===== config.mk =====
export PLATFORM = sky130hd
export DESIGN_NAME = tdes_sequencer
export DESIGN_NICKNAME = d
export VERILOG_FILES = /design/src/rtl/tdes_sequencer.sv
export SDC_FILE = /design/constraint.sdc
export NUM_CORES = 1
export LEC_CHECK = 0
export CORE_AREA = 2 2 204 206
export DETAILED_ROUTE_END_ITERATION = 12
export DIE_AREA = 0 0 206 208
export PLACE_DENSITY_LB_ADDON = 0.08
export SKIP_CTS_REPAIR_TIMING = 1
export SYNTH_ARGS = -nofsm -noshare
export SYNTH_HDL_FRONTEND = slang
export SYNTH_SLANG_ARGS = --single-unit

===== constraint.sdc =====
create_clock -name clk_sys_i -period 6.2 [get_ports clk_sys_i]
set_clock_uncertainty 0.2 [all_clocks]
set_input_delay 0.62 -clock clk_sys_i [delete_from_list [all_inputs] [get_ports clk_sys_i]]
set_output_delay 0.62 -clock clk_sys_i [all_outputs]
set_load 0.05 [all_outputs]

===== src/rtl/tdes_sequencer.sv =====
// tdes_sequencer
//   Runs the three passes of a 3DES operation on an external single-DES core.
//   Each pass drives text/key/direction from registers, raises core_select,
//   waits for core_done, latches the result back into the text register and
//   waits for core_done to fall before the next pass. A per-pass watchdog
//   aborts the whole request when the core never answers.
//
//   Build option: define TDES_DECRYPT_EN to honour in_dir_i (3DES decrypt).
//   Without it the encrypt pass order is always used and in_dir_i is ignored.
//
// Ports
//   clk_sys_i, rst_n_i        clock, async active-low reset
//   in_valid_i / in_ready_o   request handshake (ready only in IDLE)
//   in_block_i, in_k1_i..k3_i request block and keys (parity bits unused)
//   in_dir_i                  0 = encrypt, 1 = decrypt
//   out_valid_o / out_ready_i result handshake
//   out_block_o, out_err_o    result block, watchdog-abort flag
//   core_select_o             start/hold to DES core
//   core_text_o, core_key_o   operands to DES core
//   core_decrypt_o            DES core direction for current pass
//   core_result_i, core_done_i DES core result and level completion flag
//
// States
//   S_IDLE      | waiting for a request, in_ready high
//   S_ISSUE     | pass operands stable, waiting for core_done low
//   S_WAIT_DONE | core_select high, watchdog counting
//   S_RELEASE   | core_select low, waiting for core_done to fall
//   S_OUT       | result presented until out_ready

module tdes_sequencer #(
    parameter int WATCHDOG_CYCLES = 64
) (
    input  logic        clk_sys_i,
    input  logic        rst_n_i,
    input  logic        in_valid_i,
    output logic        in_ready_o,
    input  logic [63:0] in_block_i,
    input  logic [63:0] in_k1_i,
    input  logic [63:0] in_k2_i,
    input  logic [63:0] in_k3_i,
    input  logic        in_dir_i,
    output logic        out_valid_o,
    input  logic        out_ready_i,
    output logic [63:0] out_block_o,
    output logic        out_err_o,
    output logic        core_select_o,
    output logic [63:0] core_text_o,
    output logic [63:0] core_key_o,
    output logic        core_decrypt_o,
    input  logic [63:0] core_result_i,
    input  logic        core_done_i
);

    localparam int WW = $clog2(WATCHDOG_CYCLES + 1);
    localparam logic [WW-1:0] WD_LAST = WW'(WATCHDOG_CYCLES - 1);

    typedef enum logic [2:0] {
        S_IDLE,
        S_ISSUE,
        S_WAIT_DONE,
        S_RELEASE,
        S_OUT
    } state_e;

    state_e        state_q, state_d;
    logic [1:0]    pass_q, pass_d;
    logic [63:0]   text_q, text_d;
    logic [63:0]   k1_q, k2_q, k3_q;
    logic          err_q, err_d;
    logic          sel_q, sel_d;
    logic [WW-1:0] wdog_q, wdog_d;
    logic          accept;
    logic          dir_eff;

`ifdef TDES_DECRYPT_EN
    logic dir_q;

    always_ff @(posedge clk_sys_i or negedge rst_n_i) begin
        if (!rst_n_i) begin
            dir_q <= 1'b0;
        end else if (accept) begin
            dir_q <= in_dir_i;
        end
    end

    assign dir_eff = dir_q;
`else
    logic unused_dir;
    assign unused_dir = in_dir_i;
    assign dir_eff    = 1'b0;
`endif

    always_ff @(posedge clk_sys_i or negedge rst_n_i) begin
        if (!rst_n_i) begin
            state_q <= S_IDLE;
            pass_q  <= 2'd0;
            text_q  <= '0;
            k1_q    <= '0;
            k2_q    <= '0;
            k3_q    <= '0;
            err_q   <= 1'b0;
            sel_q   <= 1'b0;
            wdog_q  <= '0;
        end else begin
            state_q <= state_d;
            pass_q  <= pass_d;
            text_q  <= text_d;
            err_q   <= err_d;
            sel_q   <= sel_d;
            wdog_q  <= wdog_d;
            if (accept) begin
                k1_q <= in_k1_i;
                k2_q <= in_k2_i;
                k3_q <= in_k3_i;
            end
        end
    end

    always_comb begin
        state_d = state_q;
        pass_d  = pass_q;
        text_d  = text_q;
        err_d   = err_q;
        sel_d   = sel_q;
        wdog_d  = wdog_q;
        accept  = 1'b0;
        case (state_q)
            S_IDLE: begin
                if (in_valid_i) begin
                    accept  = 1'b1;
                    text_d  = in_block_i;
                    pass_d  = 2'd0;
                    err_d   = 1'b0;
                    state_d = S_ISSUE;
                end
            end
            S_ISSUE: begin
                wdog_d = '0;
                // A core still reporting done from a previous pass must settle first.
                if (!core_done_i) begin
                    sel_d   = 1'b1;
                    state_d = S_WAIT_DONE;
                end
            end
            S_WAIT_DONE: begin
                // core_done is tested first so a same-cycle completion beats expiry.
                if (core_done_i) begin
                    text_d  = core_result_i;
                    sel_d   = 1'b0;
                    state_d = S_RELEASE;
                end else if (wdog_q == WD_LAST) begin
                    text_d  = '0;
                    err_d   = 1'b1;
                    sel_d   = 1'b0;
                    state_d = S_RELEASE;
                end else begin
                    wdog_d = wdog_q + WW'(1);
                end
            end
            S_RELEASE: begin
                if (!core_done_i) begin
                    if (err_q || pass_q == 2'd2) begin
                        state_d = S_OUT;
                    end else begin
                        pass_d  = pass_q + 2'd1;
                        state_d = S_ISSUE;
                    end
                end
            end
            S_OUT: begin
                if (out_ready_i) begin
                    state_d = S_IDLE;
                end
            end
            default: state_d = S_IDLE;
        endcase
    end

    // Pass schedule: encrypt E(K1) D(K2) E(K3); decrypt D(K3) E(K2) D(K1).
    always_comb begin
        core_key_o = k3_q;
        case (pass_q)
            2'd0:    core_key_o = dir_eff ? k3_q : k1_q;
            2'd1:    core_key_o = k2_q;
            default: core_key_o = dir_eff ? k1_q : k3_q;
        endcase
    end

    assign core_decrypt_o = (pass_q == 2'd1) ^ dir_eff;
    assign core_text_o    = text_q;
    assign core_select_o  = sel_q;
    assign in_ready_o     = (state_q == S_IDLE);
    assign out_valid_o    = (state_q == S_OUT);
    assign out_block_o    = (state_q == S_OUT) ? text_q : '0;
    assign out_err_o      = (state_q == S_OUT) & err_q;

endmodule

==> metrics.md, run 1 <==
| Metric | Value |
|---|---|
| Status | `finished, final reports clean` |
| Total wire length | `roughly 49,000 um` |
| Synth top area cells | `dfrtp_1, nand2_1, a221oi_2` |
| DR iter-0 viols | `691` |
| Routability cong. | `0.850` |
| Setup ws final | `around 1.8 ns` |
| Area Overhead vs Synth | `52.3%` |
| CP max stage delay | `0.85 ns` |
| Max-slew violations | `0` |
| Post-Layout Cell Count | `~2,600` |
| Commonest cells post-synth | `nand2_1, dfrtp_1, nor2_1` |
| DIE WIDTH | `206 um` |
| Placed cell count | `2,494` |
| Share of the synthesized area in the top cell type | `0.531` |
| Worst Min Path Start | `k3_q[56]` |
| Die area | `42,800 um^2` |
| First-pass GRT wire length | `approximately 73,000 um` |
| CP cell instances | `inv_1 -> ha_4 -> nor2_4 -> buf_4 -> nand2_1 -> nand2_1 -> clkdlybuf4s50_1` |
| DRC viols | `0` |
| Combinational power share | `0.547` |
| Seq/Total Area, Yosys | `0.531` |
| CP startpoint | `pass_q[0]` |
| Slew margin rel. | `0.353` |
| Vias in the first global route | `12,190` |
| Tmin final | `4.36 ns` |
| Drt first pass iters | `5` |
| Achievable frequency | `between 200 and 250 MHz` |
| Worst endpoint required time | `5.38 ns` |
| CTS tree | `built` |
| EDFF count, synth | `0` |
| Layout cells sized above 1 | `0.0732` |
| Switching power share of the total | `0.477` |
| #FFs+latches synth | `270` |
| Deepest clock path buffer count | `3` |
| Dpl hpwl | `33,600 um` |
| # Max-Cap Violations | `0` |
| Worst slew pin tran | `0.971 ns` |
| Static Leak | `9.26 nW` |
| Root Driver | `clkbuf_16` |
| Netlist Area Pre-Place | `12,700 um^2` |
| Initial antenna violation count | `18` |
| Worst VDD drop | `0.000351 V` |
| CTS Buf Count | `34` |
| # IOs | `523` |
| Grt ovf | `0` |
| DR vias | `12,105` |
| Post-synth net total | `1,855` |
| Ys async rst share | `1.00` |
| Vias per inst | `approximately 4.7` |
| Site row count | `74` |
| Final setup TNS | `0 ns` |
| Critical path startpoint category | `flop` |
| Mapped Cells | `1,525` |
| WP data arrival | `3.54 ns` |
| Final number of setup-violating endpoints | `0` |
| Cell mode on critical path | `nand2_1` |
| Cell taking the most area after synthesis | `dfrtp_1` |
| FILL cells | `a little over 4,000` |
| Clock power share | `0.175` |
| Setup CP Type | `reg2out` |
| Yosys cell types | `44` |
| Clk_lat worst skew | `0.53 ns` |
| PortBufs | `521` |
| Fin crit share | `0.704` |
| Placement-stage worst setup slack | `2.32 ns` |
| Initial Util | `0.314` |
| GRT Total Usage | `0.221` |
| Utilization after layout | `0.478` |
| Hold Path Class | `reg2reg` |
| Main synth FF type | `dfrtp_1` |
| Switching power | `0.00514 W` |
| Syn avg cell area | `8.34 um^2` |
| Reg2reg start | `state_q[0]` |
| Detail Route Antenna Nets | `0` |
| Sequential Power Share | `0.277` |
| Synth Warn # | `0` |
| Htree depth | `2` |
| Clock transition at the registers of the reported paths | `around 0.050 ns` |
| Pin count of the biggest net entering global routing | `148` |
| Critical path fanouts, max | `43` |
| Die height | `about 210 um` |
| Slowest cell on the critical path | `clkdlybuf4s50_1` |
| Core area | `40,600 um^2` |
| Hold slack | `roughly 0.27 ns` |
| Pwr dens | `roughly 560 nW/um^2` |
| Count leader, synth | `nand2_1` |
| Unrepaired setup endpoints after global routing | `false` |
| Int Power | `0.00564 W` |
| Final Hold Fails | `0` |
| Final net count | `2,329` |
| CP Capture Type | `output pin` |
| Routed wire per std cell | `19.0 um` |
| CTS Sinks | `270` |
-- final cells by class --
type	count	area (um^2)	share of cell area
flip-flops and latches	270	6760	0.349
repair buffers	537	5350	0.276
multi-input cells	1088	5290	0.273
clock buffers	47	981	0.0506
well taps	532	666	0.0343
inverters	68	255	0.0132
clock inverters	11	58.8	0.00303
diodes	10	25.0	0.00129
-- path summary, 6_finish.rpt --
check                                   to  slack (ns)  depth (start not counted)
setup / recovery            core_key_o[38]        1.84                          7
hold / removal                    k3_q[56]        0.27                          2
setup reg to reg           core_text_o[33]        2.88                          6
hold reg to reg                   k3_q[56]        0.27                          2
max in group asynchronous  core_text_o[42]        4.11                          3
min in group asynchronous         k1_q[47]        0.44                          2
-- power by group through the flow --
stage	logic (W)	clock network, W	registers (W)
after floorplan	0.00327	0	0.00366
after global placement	0.00594	0	0.00299
after detailed placement	0.00597	0	0.00302
after CTS	0.00599	0.00195	0.00300
after global routing	0.00633	0.00202	0.00310
final	0.00590	0.00189	0.00299
-- registers in the layout, indices dropped and copies added (netlist names) --
register and flops:
k1_q 64, k3_q 64, pass_q 2, core_text_o 64, state_q 3, core_select_o 1, err_q 1, k2_q 64
wdog_q 7
-- worst max-delay path: cells and delay by family (launching register included) --
family / cells / cell delay, ns
adder cells (fa/ha/maj): 1 / 0.18
buffers and inverters: 3 / 1.54
flip-flops: 1 / 0.42
AND/OR/NAND/NOR: 3 / 0.79
-- metal layers --
layer | vias up | part of all wire | track usage
met5 | - | 0.0019 | 0
met4 | 14 | 0.044 | 0.118
met3 | 104 | 0.089 | 0.0741
met2 | 413 | 0.47 | 0.349
met1 | 5764 | 0.40 | 0.266
li1 | 5810 | - | -
-- cells by family after synthesis --
kind of cell	share of synthesized area
AND/OR/NAND/NOR	0.283
flip-flops	0.531
buffers and inverters	0.0567
AO/OA/AOI/OAI	0.124
adder cells (fa/ha/maj)	0.00393
XOR/XNOR	0.000688
multiplexers	0.000885
-- placed cells by master (no fill, tap or decap), drive strengths merged, types with 2 or more instances in the layout --
cell | synthesis | final
inv | 68 | 69
a21oi | 4 | 4
clkdlybuf4s50 | 0 | 519
clkinv | 0 | 10
and2 | 4 | 4
nor3 | 7 | 7
buf | 40 | 17
o21ai | 5 | 5
clkbuf | 59 | 47
nor2 | 132 | 132
a221oi | 64 | 64
a22oi | 64 | 64
ha | 4 | 4
dfrtp | 270 | 270
diode | 0 | 10
nand2b | 2 | 2
nand3 | 6 | 6
and3 | 2 | 2
nand2 | 775 | 775
-- metrics by stage --
stage	total power (W)	instance area (um^2)
final	0.0108	19400
after global routing	0.0114	19400
after CTS	0.0109	19300
after detailed placement	0.00899	18300
after global placement	0.00893	18300
after floorplan	0.00692	12700
(Power assumes the default switching activity.)
==> run 2, diff against run 1 <==
Settings changed: CORE_AREA 2 2 204 206 to 2 2 201 203, DIE_AREA 0 0 206 208 to 0 0 203 205.
Clock period 6.2 ns to 4.3 ns, I/O delays scaled along.
==> run 2 against run 1 <==
Against the previous run: die area decreased by 2.9%; final cell count about the same; non-clock buffer count grew 3; cell area is 0.72% higher; critical path depth down 2; register-to-register slack lost 1.3 ns; sequential cell count stayed put; wire length is 0.50% lower; largest cell class unchanged; largest power group unchanged; highest routed layer unchanged.
==> metrics.md, run 2 (synthesis results as in run 1) <==
| Metric | Value |
|---|---|
| Pwr dens | `810 nW/um^2` |
| Reg-to-Reg End | `core_text_o[48]` |
| Worst endpoint required time | `3.67 ns` |
| Commonest non-fill, non-tap cell in the layout | `nand2_1` |
| Fin crit share | `0.882` |
| Vias per inst | `4.68` |
| Routed wire per std cell | `~19 um` |
| Max-slew violations | `0` |
| Grt ovf | `0` |
| Detail Route Antenna Nets | `0` |
| Static Leak | `9.33 nW` |
| Final number of setup-violating endpoints | `0` |
| R2R setup slack | `~1.6 ns` |
| CP startpoint | `state_q[0]` |
| Final net count | `roughly 2,300` |
| CTS Buf Count | `35` |
| Worst slew pin tran | `1.05 ns` |
| Die height | `205 um` |
| Worst Min Path Start | `core_done_i` |
| Worst VDD drop | `0.000548 V` |
| Tmin final | `3.79 ns` |
| Status | `finished, final reports clean` |
| Unrepaired setup endpoints after global routing | `false` |
| Most frequent cells in the layout | `nand2_1, clkdlybuf4s50_1, dfrtp_1, nor2_1, inv_1` |
| Final setup TNS | `0 ns` |
| Footprint of the multi-input gates | `5270 um^2` |
| Dpl hpwl | `33,800 um` |
| Total wire length | `48,500 um` |
| # Max-Cap Violations | `0` |
| Clock transition at the registers of the reported paths | `0.06 ns` |
| Achievable frequency | `264 MHz` |
| # IOs | `523` |
| Worst hold endpoint | `state_q[2]` |
| Worst hold path depth | `4` |
| FILL cells | `3,818` |
| Root Driver | `clkbuf_16` |
| PortBufs | `521` |
| DR vias | `12,010` |
| Critical path fanouts, max | `48` |
| Setup CP Type | `reg2out` |
| Pin count of the biggest net entering global routing | `219` |
| DIE WIDTH | `203 um` |
| Hold Path Class | `in2reg` |
| CTS Sinks | `270` |
| Layout cells sized above 1 | `0.0749` |
| Core area | `39,400 um^2` |
| DR iter-0 viols | `around 650` |
| Routability cong. | `0.906` |
| Deepest clock path buffer count | `3` |
| Initial Util | `0.323` |
| CP Capture Type | `output pin` |
| Site row count | `between 70 and 80` |
| Worst Reg-to-Reg Cells | `6` |
| Drt first pass iters | `5` |
| Utilization after layout | `0.496` |
| Final Hold Fails | `0` |
| Initial antenna violation count | `16` |
| Area Overhead vs Synth | `53.4%` |
| GRT Total Usage | `0.228` |
| Reg2reg start | `wdog_q[0]` |
| Clk_lat worst skew | `0.52 ns` |
| Die area | `41,600 um^2` |
| Vias in the first global route | `12,300` |
| Htree depth | `2` |
| First-pass GRT wire length | `73,000 um` |
| WP data arrival | `3.16 ns` |
| CTS tree | `built` |
| Critical path startpoint category | `flop` |
| Reg area | `6760 um^2` |
| Slew margin rel. | `0.298` |
| DRC viols | `0` |
run 2: changes by cell type in the layout (fill, tap and decap cells not counted), moves of 2 or more:
cell | before | now
inv_6 | 1 | 3
clkinv_2 | 10 | 6
clkbuf_1 | 6 | 10
buf_12 | 1 | 6
bufinv_16 | 0 | 2
ha_4 | 2 | 0
ha_2 | 0 | 2
buf_4 | 14 | 12
run 2: worst max-delay path by stage:
| stage | to | slack (ns) |
|---|---|---|
| 3_3_place_gp | out_block_o[4] | 1.02 |
| 5_1_grt | out_block_o[27] | 0.30 |
| 2_1_floorplan | out_block_o[23] | 0.63 |
| 6_report | out_block_o[27] | 0.51 |
| 3_5_place_dp | out_block_o[62] | 1.01 |
| 4_1_cts | out_block_o[62] | 0.44 |
run 2: stage by stage:
| step | power (W) | cells | setup WS, ns | hold slack (ns) | area (um^2) |
|---|---|---|---|---|---|
| after floorplan | 0.00998 | 1525 | 0.627 | -0.0656 | 12700 |
| after global placement | 0.0130 | 2490 | 1.02 | 0.258 | 18400 |
| after detailed placement | 0.0131 | 2490 | 1.01 | 0.262 | 18400 |
| after CTS | 0.0160 | 2553 | 0.440 | -0.172 | 19500 |
| after global routing | 0.0168 | 2564 | 0.298 | 0.160 | 19500 |
| final | 0.0158 | 2565 | 0.508 | 0.131 | 19500 |
run 2: worst max-delay path: stages, from the launching register on:
cell and delay [ns]:
dfrtp_1 0.54, nor3b_1 0.39, inv_2 0.40, buf_4 0.35, nor2_1 0.11, clkdlybuf4s50_1 0.83
run 2: area by class of cell:
type                    instances  share of cell area
inverters                      68              0.0131
multi-input cells            1088               0.270
flip-flops and latches        270               0.346
well taps                     525              0.0336
repair buffers                540               0.278
diodes                         11             0.00141
clock buffers                  51              0.0510
clock inverters                12             0.00634
run 2: per-layer routing:
| metal | track usage | wire length (um) | up-vias |
|---|---|---|---|
| li1 | - | - | 5819 |
| met1 | 0.270 | 19300 | 5674 |
| met2 | 0.381 | 23300 | 406 |
| met3 | 0.0702 | 3870 | 103 |
| met4 | 0.105 | 2000 | 8 |
| met5 | 0 | 59 | - |
run 2: power by group:
group          switching (W)  total, W  internal (W)
Clock                0.00114   0.00287       0.00173
Combinational        0.00571   0.00862       0.00291
Sequential          0.000632   0.00432       0.00369
Total                0.00748    0.0158       0.00833
==> run 3, diff against run 2 <==
Settings changed: HOLD_SLACK_MARGIN set to 0.06.
==> results of run 3 <==
Same layout as run 2: the final DEF is identical, and so are final timing and power.
